File: src/rtl/oh_deser_pkg.sv
// Shared helpers for the oh_deser slice: counter-width function.
package oh_deser_pkg;

    // Ceiling log2 with a floor of 1, so a single-state counter still has a bit.
    function automatic int unsigned clog2(input int unsigned v);
        int unsigned r;
        r = 0;
        for (int unsigned i = 0; i < 32; i++) begin
            if ((64'd1 << i) < 64'(v)) begin
                r = i + 1;
            end
        end
        return (r == 0) ? 1 : r;
    endfunction

endpackage

File: src/rtl/oh_deser_if.sv
// Serial-in / parallel-out valid/ready bus bundle for oh_deser.
interface oh_deser_if #(
    parameter int unsigned PW = 32,
    parameter int unsigned SW = 1
);
    logic          din_valid;
    logic [SW-1:0] din;
    logic          din_ready;
    logic          dout_valid;
    logic [PW-1:0] dout;
    logic          dout_ready;

    modport slave (
        input  din_valid, din, dout_ready,
        output din_ready, dout_valid, dout
    );

    modport master (
        output din_valid, din, dout_ready,
        input  din_ready, dout_valid, dout
    );
endinterface

File: src/rtl/oh_deser_shift_in.sv
// SW-wide shift-in register, PW deep. Beat order follows OH_DESER_MSBFIRST_EN
// (defined: first beat ends in the MSBs; undefined: first beat ends in the LSBs).
module oh_shift_in
    import oh_deser_pkg::*;
#(
    parameter int unsigned PW = 32,
    parameter int unsigned SW = 1
) (
    input  logic          clk,
    input  logic          nreset,
    input  logic          clear,
    input  logic          load,
    input  logic [SW-1:0] din,
    output logic [PW-1:0] word_next_c
);

    logic [PW-1:0] shift_q;

    // Value the register takes on load; after NB loads it is a complete word.
    always_comb begin
        word_next_c = '0;
`ifdef OH_DESER_MSBFIRST_EN
        word_next_c = (shift_q << SW) | PW'(din);
`else
        word_next_c = (shift_q >> SW) | (PW'(din) << (PW - SW));
`endif
    end

    always_ff @(posedge clk or negedge nreset) begin
        if (!nreset) begin
            shift_q <= '0;
        end else if (clear) begin
            shift_q <= '0;
        end else if (load) begin
            shift_q <= word_next_c;
        end
    end

endmodule

File: src/rtl/oh_deser.sv
// Serial-to-parallel deserializer: SW-bit beats in, PW-bit words out, valid/ready
// on both sides. Define OH_DESER_MSBFIRST_EN for network (MSB-first) beat order.
module oh_deser
    import oh_deser_pkg::*;
#(
    parameter int unsigned PW = 32,
    parameter int unsigned SW = 1
) (
    input  logic       clk,
    input  logic       nreset,
    input  logic       clear,
    oh_deser_if.slave  io,
    output logic       busy
);

    localparam int unsigned NB = PW / SW;
    localparam int unsigned CW = clog2(NB);

    logic [CW-1:0] count_q;
    logic [CW-1:0] count_d;
    logic          dout_valid_q;
    logic          dout_valid_d;
    logic [PW-1:0] dout_q;
    logic [PW-1:0] dout_d;
    logic [PW-1:0] word_next_c;
    logic          last_c;
    logic          accept_c;
    logic          retire_c;
    logic          din_ready_c;

    assign last_c      = (count_q == CW'(NB - 1));
    // Only the completing beat needs the output register free.
    assign din_ready_c = ~(last_c & dout_valid_q & ~io.dout_ready);
    assign accept_c    = io.din_valid & din_ready_c & ~clear;
    assign retire_c    = dout_valid_q & io.dout_ready;

    oh_shift_in #(
        .PW (PW),
        .SW (SW)
    ) u_shift_in (
        .clk         (clk),
        .nreset      (nreset),
        .clear       (clear),
        .load        (accept_c),
        .din         (io.din),
        .word_next_c (word_next_c)
    );

    // Next-state: beat counter and output register; clear beats every handshake.
    always_comb begin
        count_d      = count_q;
        dout_valid_d = dout_valid_q;
        dout_d       = dout_q;
        if (clear) begin
            count_d      = '0;
            dout_valid_d = 1'b0;
            dout_d       = '0;
        end else begin
            if (accept_c) begin
                count_d = last_c ? '0 : count_q + CW'(1);
            end
            if (retire_c) begin
                dout_valid_d = 1'b0;
            end
            if (accept_c && last_c) begin
                dout_valid_d = 1'b1;
                dout_d       = word_next_c;
            end
        end
    end

    always_ff @(posedge clk or negedge nreset) begin
        if (!nreset) begin
            count_q      <= '0;
            dout_valid_q <= 1'b0;
            dout_q       <= '0;
        end else begin
            count_q      <= count_d;
            dout_valid_q <= dout_valid_d;
            dout_q       <= dout_d;
        end
    end

    assign io.din_ready  = din_ready_c;
    assign io.dout_valid = dout_valid_q;
    assign io.dout       = dout_q;
    assign busy          = (count_q != '0);

endmodule

File: src/flat_wrapper.sv
// flat-port wrapper written by rule: the top's interface ports become plain ports
module oh_deser_flat import oh_deser_pkg::*;
#(
    parameter int unsigned PW = 32,
    parameter int unsigned SW = 1
)
  (clk, nreset, clear, busy, io_din_valid, io_din, io_dout_ready, io_din_ready, io_dout_valid, io_dout);
  oh_deser_if #(.PW(PW), .SW(SW)) io_i ();
  input  logic clk;
  input  logic nreset;
  input  logic clear;
  output logic busy;
  input wire logic [$bits(io_i.din_valid)-1:0] io_din_valid;
  input wire logic [$bits(io_i.din)-1:0] io_din;
  input wire logic [$bits(io_i.dout_ready)-1:0] io_dout_ready;
  output wire logic [$bits(io_i.din_ready)-1:0] io_din_ready;
  output wire logic [$bits(io_i.dout_valid)-1:0] io_dout_valid;
  output wire logic [$bits(io_i.dout)-1:0] io_dout;
  assign io_i.din_valid = io_din_valid;
  assign io_i.din = io_din;
  assign io_i.dout_ready = io_dout_ready;
  assign io_din_ready = io_i.din_ready;
  assign io_dout_valid = io_i.dout_valid;
  assign io_dout = io_i.dout;
  oh_deser #(.PW(PW), .SW(SW)) u_core (.clk(clk), .nreset(nreset), .clear(clear), .io(io_i), .busy(busy));
endmodule
File: config.mk
export PLATFORM = sky130hd
export DESIGN_NAME = oh_deser_flat
export DESIGN_NICKNAME = d
export VERILOG_FILES = /design/src/rtl/oh_deser_pkg.sv /design/src/rtl/oh_deser_if.sv /design/src/rtl/oh_deser_shift_in.sv /design/src/rtl/oh_deser.sv /design/src/flat_wrapper.sv
export SDC_FILE = /design/constraint.sdc
export NUM_CORES = 1
export LEC_CHECK = 0
export CAP_MARGIN = 15
export CORE_AREA = 2 2 92 94
export DETAILED_ROUTE_END_ITERATION = 10
export DIE_AREA = 0 0 94 96
export PLACE_DENSITY = 0.57
export SLEW_MARGIN = 10
export SYNTH_ARGS = -nofsm -noshare
export SYNTH_HDL_FRONTEND = slang
export SYNTH_SLANG_ARGS = --single-unit
export TNS_END_PERCENT = 30
File: constraint.sdc
create_clock -name clk -period 6.2 [get_ports clk]
set_clock_uncertainty 0.1 [all_clocks]
set_input_delay 1.24 -clock clk [delete_from_list [all_inputs] [get_ports clk]]
set_output_delay 1.24 -clock clk [all_outputs]
set_load 0.02 [all_outputs]
==> impl_metrics.csv <==
group,metric,value,unit
timing,finalSetupViolations,0,
timing,period_needed,3.855,ns
synthesis,synth_largest_area_cell,"sky130_fd_sc_hd__dfrtp_1",
min_path,hold_path_end,"u_core.io.dout[16]",
floorplanning,core_rows,33,
route,ant_nets,0,
cells_and_area,fillCellCount,743,
synthesis,synth.distinct_cells,33,
floorplanning,ioPinCount,41,
floorplanning,fp.dieH,96,µm
synthesis,yosysMostFrequentCell,"sky130_fd_sc_hd__dfrtp_1",
run_status,status,"complete, no violations",
synthesis,syn_area,3134,µm²
timing,fin_worst_hold_slack,0.4060,ns
cells_and_area,antenna_cells_inserted,0,
pwr,p_leak,1.802,nW
route,vias,1887,
critical_path,reg2reg_setup_slack,3.18,ns
synthesis,ys_top_cells_by_area,"sky130_fd_sc_hd__dfrtp_1 55%, sky130_fd_sc_hd__mux2i_1 11%, sky130_fd_sc_hd__mux2_2 7.5%, sky130_fd_sc_hd__mux2_4 4.8%, sky130_fd_sc_hd__nor2b_1 4.6%",
pwr,cellPowerDensity,227.1,nW/µm²
critical_path,worst_setup_path_start_kind,"primary input",
critical_path,r2r-end,"u_core.io.dout[18]",
placement,gp_congestion,0.7152,
timing,timing.setup.tns,0,ns
min_path,hold_class,"flop to flop",
min_path,whs_path_depth,1,
min_path,hold_path.startpoint,"u_core.u_shift_in.shift_q[17]",
cts,insertion_delay,0.34,ns
grt,grt_pass1_wl,9563,µm
synthesis,number_of_nets_in_the_synthesized_netlist,257,
synthesis,postSynthRegisterBits,69,
timing,final.period_utilization,62.17,%
pwr,power.clock.fraction,42.4,%
cts,holdBufCountCts,0,
critical_path,worst_r2r_startpoint,"u_core.count_q[1]",
cts,cts_tree,"done",
pwr,vdd_ir_drop_max,0.00009332,V
route,dr.pass1.iters,4,
cts,numCtsBuffers,9,
synthesis,dominantRegCellSynth,"sky130_fd_sc_hd__dfrtp_1",
route,detail_route.drc_violations,0,
synthesis,yosysWarnings,0,
synthesis,yosysTopAreaCellShare,55.09,%
synthesis,postSynth.asyncResetShare,100.0,%
floorplanning,start_util,38.93,%
timing,timing.final.hold_violations,0,
pwr,power_switching_share,23.22,%
timing,max_slew_margin,26.84,%
critical_path,critical_path_required,4.86,ns
floorplanning,die_width,94,µm
route,drt-initial-drc-count,61,
cells_and_area,syn_to_final_growth,21.16,%
pwr,p_int,0.6621,mW
floorplanning,dieArea,9024,µm²
cts,clk_root_buffer_cell,"sky130_fd_sc_hd__clkbuf_8",
run,drv_cap,0,
synthesis,synth.avg_cell_area,12.64,µm²
pwr,seqPwrFrac,52.6,%
synthesis,synth-edff-count,0,
grt,first_global_vias,1974,
cts,cts.reportedPaths.clkPinSlew,0.08,ns
cts,h-tree-depth,3,
route,wl,5667,µm
timing,setup_repair_after_global_routing_missed_its_margin,"false",
placement,detailedPlacementHpwl,3448,µm
critical_path,worst_path_arrival_time,2.51,ns
pwr,power.net_switching,0.2002,mW
timing,worstMarginPinSlew,1.094,ns
cts,cts.sink_count,69,
grt,antenna_found_initial,0,
critical_path,path_class,"primary input to output port",
critical_path,path_max_fanout,3,
critical_path,r2r_cell_count,7,
timing,slew_violations,0,
cts,post_cts_buffers,0,
floorplanning,core-area,8051,µm²
placement,place.port_buffers,40,
grt,global_route.overflow_total,0,
synthesis,ys_seq_area_share,55.09,%
critical_path,critical_path.endpoint_type,"output port",
cells_and_area,drive_above_1_share,21.50,%
route,detail_route.vias_per_cell,4.741,
synthesis,post_synth_inst_count,248,
pwr,finalPower,0.8623,mW
grt,grt_util_all_layers,13.95,%
pwr,comb_power_share,5.0,%
grt,largest_net_degree_at_the_start_of_global_routing,70,
cts,cts_buffer_depth,2,
timing,timing.fmax,259.4,MHz
route,route.detailed.wl_per_inst,14.24,µm
synthesis,top_cell_types_by_occurrence_after_synthesis,"69 x sky130_fd_sc_hd__dfrtp_1, 37 x sky130_fd_sc_hd__nand2_1, 33 x sky130_fd_sc_hd__mux2i_1",
cells_and_area,layout.nets,297,
cts,resized_after_cts,0,
state kept, by name, summed over array words and instances, names as in the netlist:
register and cells:
u_core.u_shift_in.shift_q 31, u_core.count_q 5, u_core.io.dout_valid 1, u_core.io.dout 32
cell families (layout without fill, tap and decap cells):
family	after synthesis	count (layout)	share of synthesized area, %
AOI/OAI and AO/OA	8	8	1.637
and+or+nand+nor	85	85	15.09
buffers and inverters	19	64	4.112
adders and majority gates	3	3	1.198
muxes	64	64	22.87
DFF	69	69	55.09
area by class of cell:
class	count	area [µm²]	area share, %
sequential	69	1727	45.47
multi-input combinational	160	1279	33.67
timing repair buffer	44	445.4	11.73
clock buffer	10	137.6	3.624
tap	105	131.4	3.460
clock inverter	6	62.56	1.647
inverter	4	15.01	0.3954
power groups by stage:
| stage | Combinational (mW) | Clock, mW | Sequential [mW] |
|---|---|---|---|
| finish | 0.0435 | 0.366 | 0.453 |
| global route | 0.0487 | 0.398 | 0.453 |
| CTS | 0.0431 | 0.378 | 0.453 |
| detailed placement | 0.0430 | 0 | 0.462 |
| global placement | 0.0429 | 0 | 0.462 |
| floorplan | 0.0261 | 0 | 0.462 |
placed cells by master, fill, tap and decap left out:
cell | Yosys | final
sky130_fd_sc_hd__nand4_1 | 3 | 3
sky130_fd_sc_hd__nand2_4 | 1 | 1
sky130_fd_sc_hd__nor2b_1 | 23 | 23
sky130_fd_sc_hd__clkinv_2 | 0 | 2
sky130_fd_sc_hd__o221ai_1 | 1 | 1
sky130_fd_sc_hd__mux2_2 | 21 | 21
sky130_fd_sc_hd__nand2_1 | 37 | 37
sky130_fd_sc_hd__buf_2 | 4 | 1
sky130_fd_sc_hd__or4b_2 | 1 | 1
sky130_fd_sc_hd__nand3_1 | 2 | 2
sky130_fd_sc_hd__nor3_4 | 1 | 1
sky130_fd_sc_hd__dfrtp_1 | 69 | 69
sky130_fd_sc_hd__bufinv_16 | 0 | 1
sky130_fd_sc_hd__a21oi_1 | 2 | 2
sky130_fd_sc_hd__and2b_2 | 5 | 5
sky130_fd_sc_hd__and2b_4 | 1 | 1
sky130_fd_sc_hd__a211oi_1 | 1 | 1
sky130_fd_sc_hd__clkdlybuf4s50_1 | 0 | 39
sky130_fd_sc_hd__nand3b_2 | 1 | 1
sky130_fd_sc_hd__inv_1 | 4 | 4
sky130_fd_sc_hd__mux2_4 | 10 | 10
sky130_fd_sc_hd__o21ai_0 | 1 | 1
sky130_fd_sc_hd__clkinvlp_4 | 0 | 3
sky130_fd_sc_hd__nand2b_1 | 1 | 1
sky130_fd_sc_hd__and2_1 | 1 | 1
sky130_fd_sc_hd__buf_16 | 0 | 1
sky130_fd_sc_hd__a31oi_1 | 2 | 2
sky130_fd_sc_hd__ha_1 | 3 | 3
sky130_fd_sc_hd__nor2_1 | 3 | 3
sky130_fd_sc_hd__mux2i_1 | 33 | 33
sky130_fd_sc_hd__nand2_2 | 1 | 1
sky130_fd_sc_hd__buf_4 | 5 | 3
sky130_fd_sc_hd__and3_1 | 1 | 1
sky130_fd_sc_hd__o31ai_1 | 1 | 1
sky130_fd_sc_hd__clkbuf_8 | 0 | 10
sky130_fd_sc_hd__and2b_1 | 3 | 3
worst max path at each step:
stage,slack [ns],cells after the start,endpoint,startpoint
4_1_cts,2.35,3,io_din_ready,io_dout_ready
3_5_place_dp,2.30,5,u_core.io.dout[17],io_din_valid
6_report,2.35,3,io_din_ready,io_dout_ready
2_1_floorplan,3.33,1,io_din_ready,io_dout_ready
5_1_grt,2.31,3,io_din_ready,io_dout_ready
3_3_place_gp,2.34,5,u_core.io.dout[16],io_din_valid
metrics by stage:
step | instance area (µm²) | util [%] | setup WS [ns] | cells
floorplan | 3134 | - | 3.328 | 248
global placement | 3570 | 44.34 | 2.342 | 381
detailed placement | 3570 | 44.34 | 2.305 | 381
CTS | 3770 | 46.82 | 2.347 | 397
global route | 3797 | 47.16 | 2.305 | 398
finish | 3797 | 47.16 | 2.345 | 398
routing by layer:
metal  up-vias  share of wire (%)  GRT usage [%]
li1        915                  -              -
met1       931                 49          18.56
met2        30                 45          21.13
met3        11                2.9          3.132
met4         0                2.7          7.850
met5         -                  0              0
worst max-delay path, stage by stage:
cell and delay [ns]:
sky130_fd_sc_hd__clkdlybuf4s50_1 0.49, sky130_fd_sc_hd__nand3b_2 0.17, sky130_fd_sc_hd__clkdlybuf4s50_1 0.62
No activity file was read; power rests on OpenSTA's default activity.
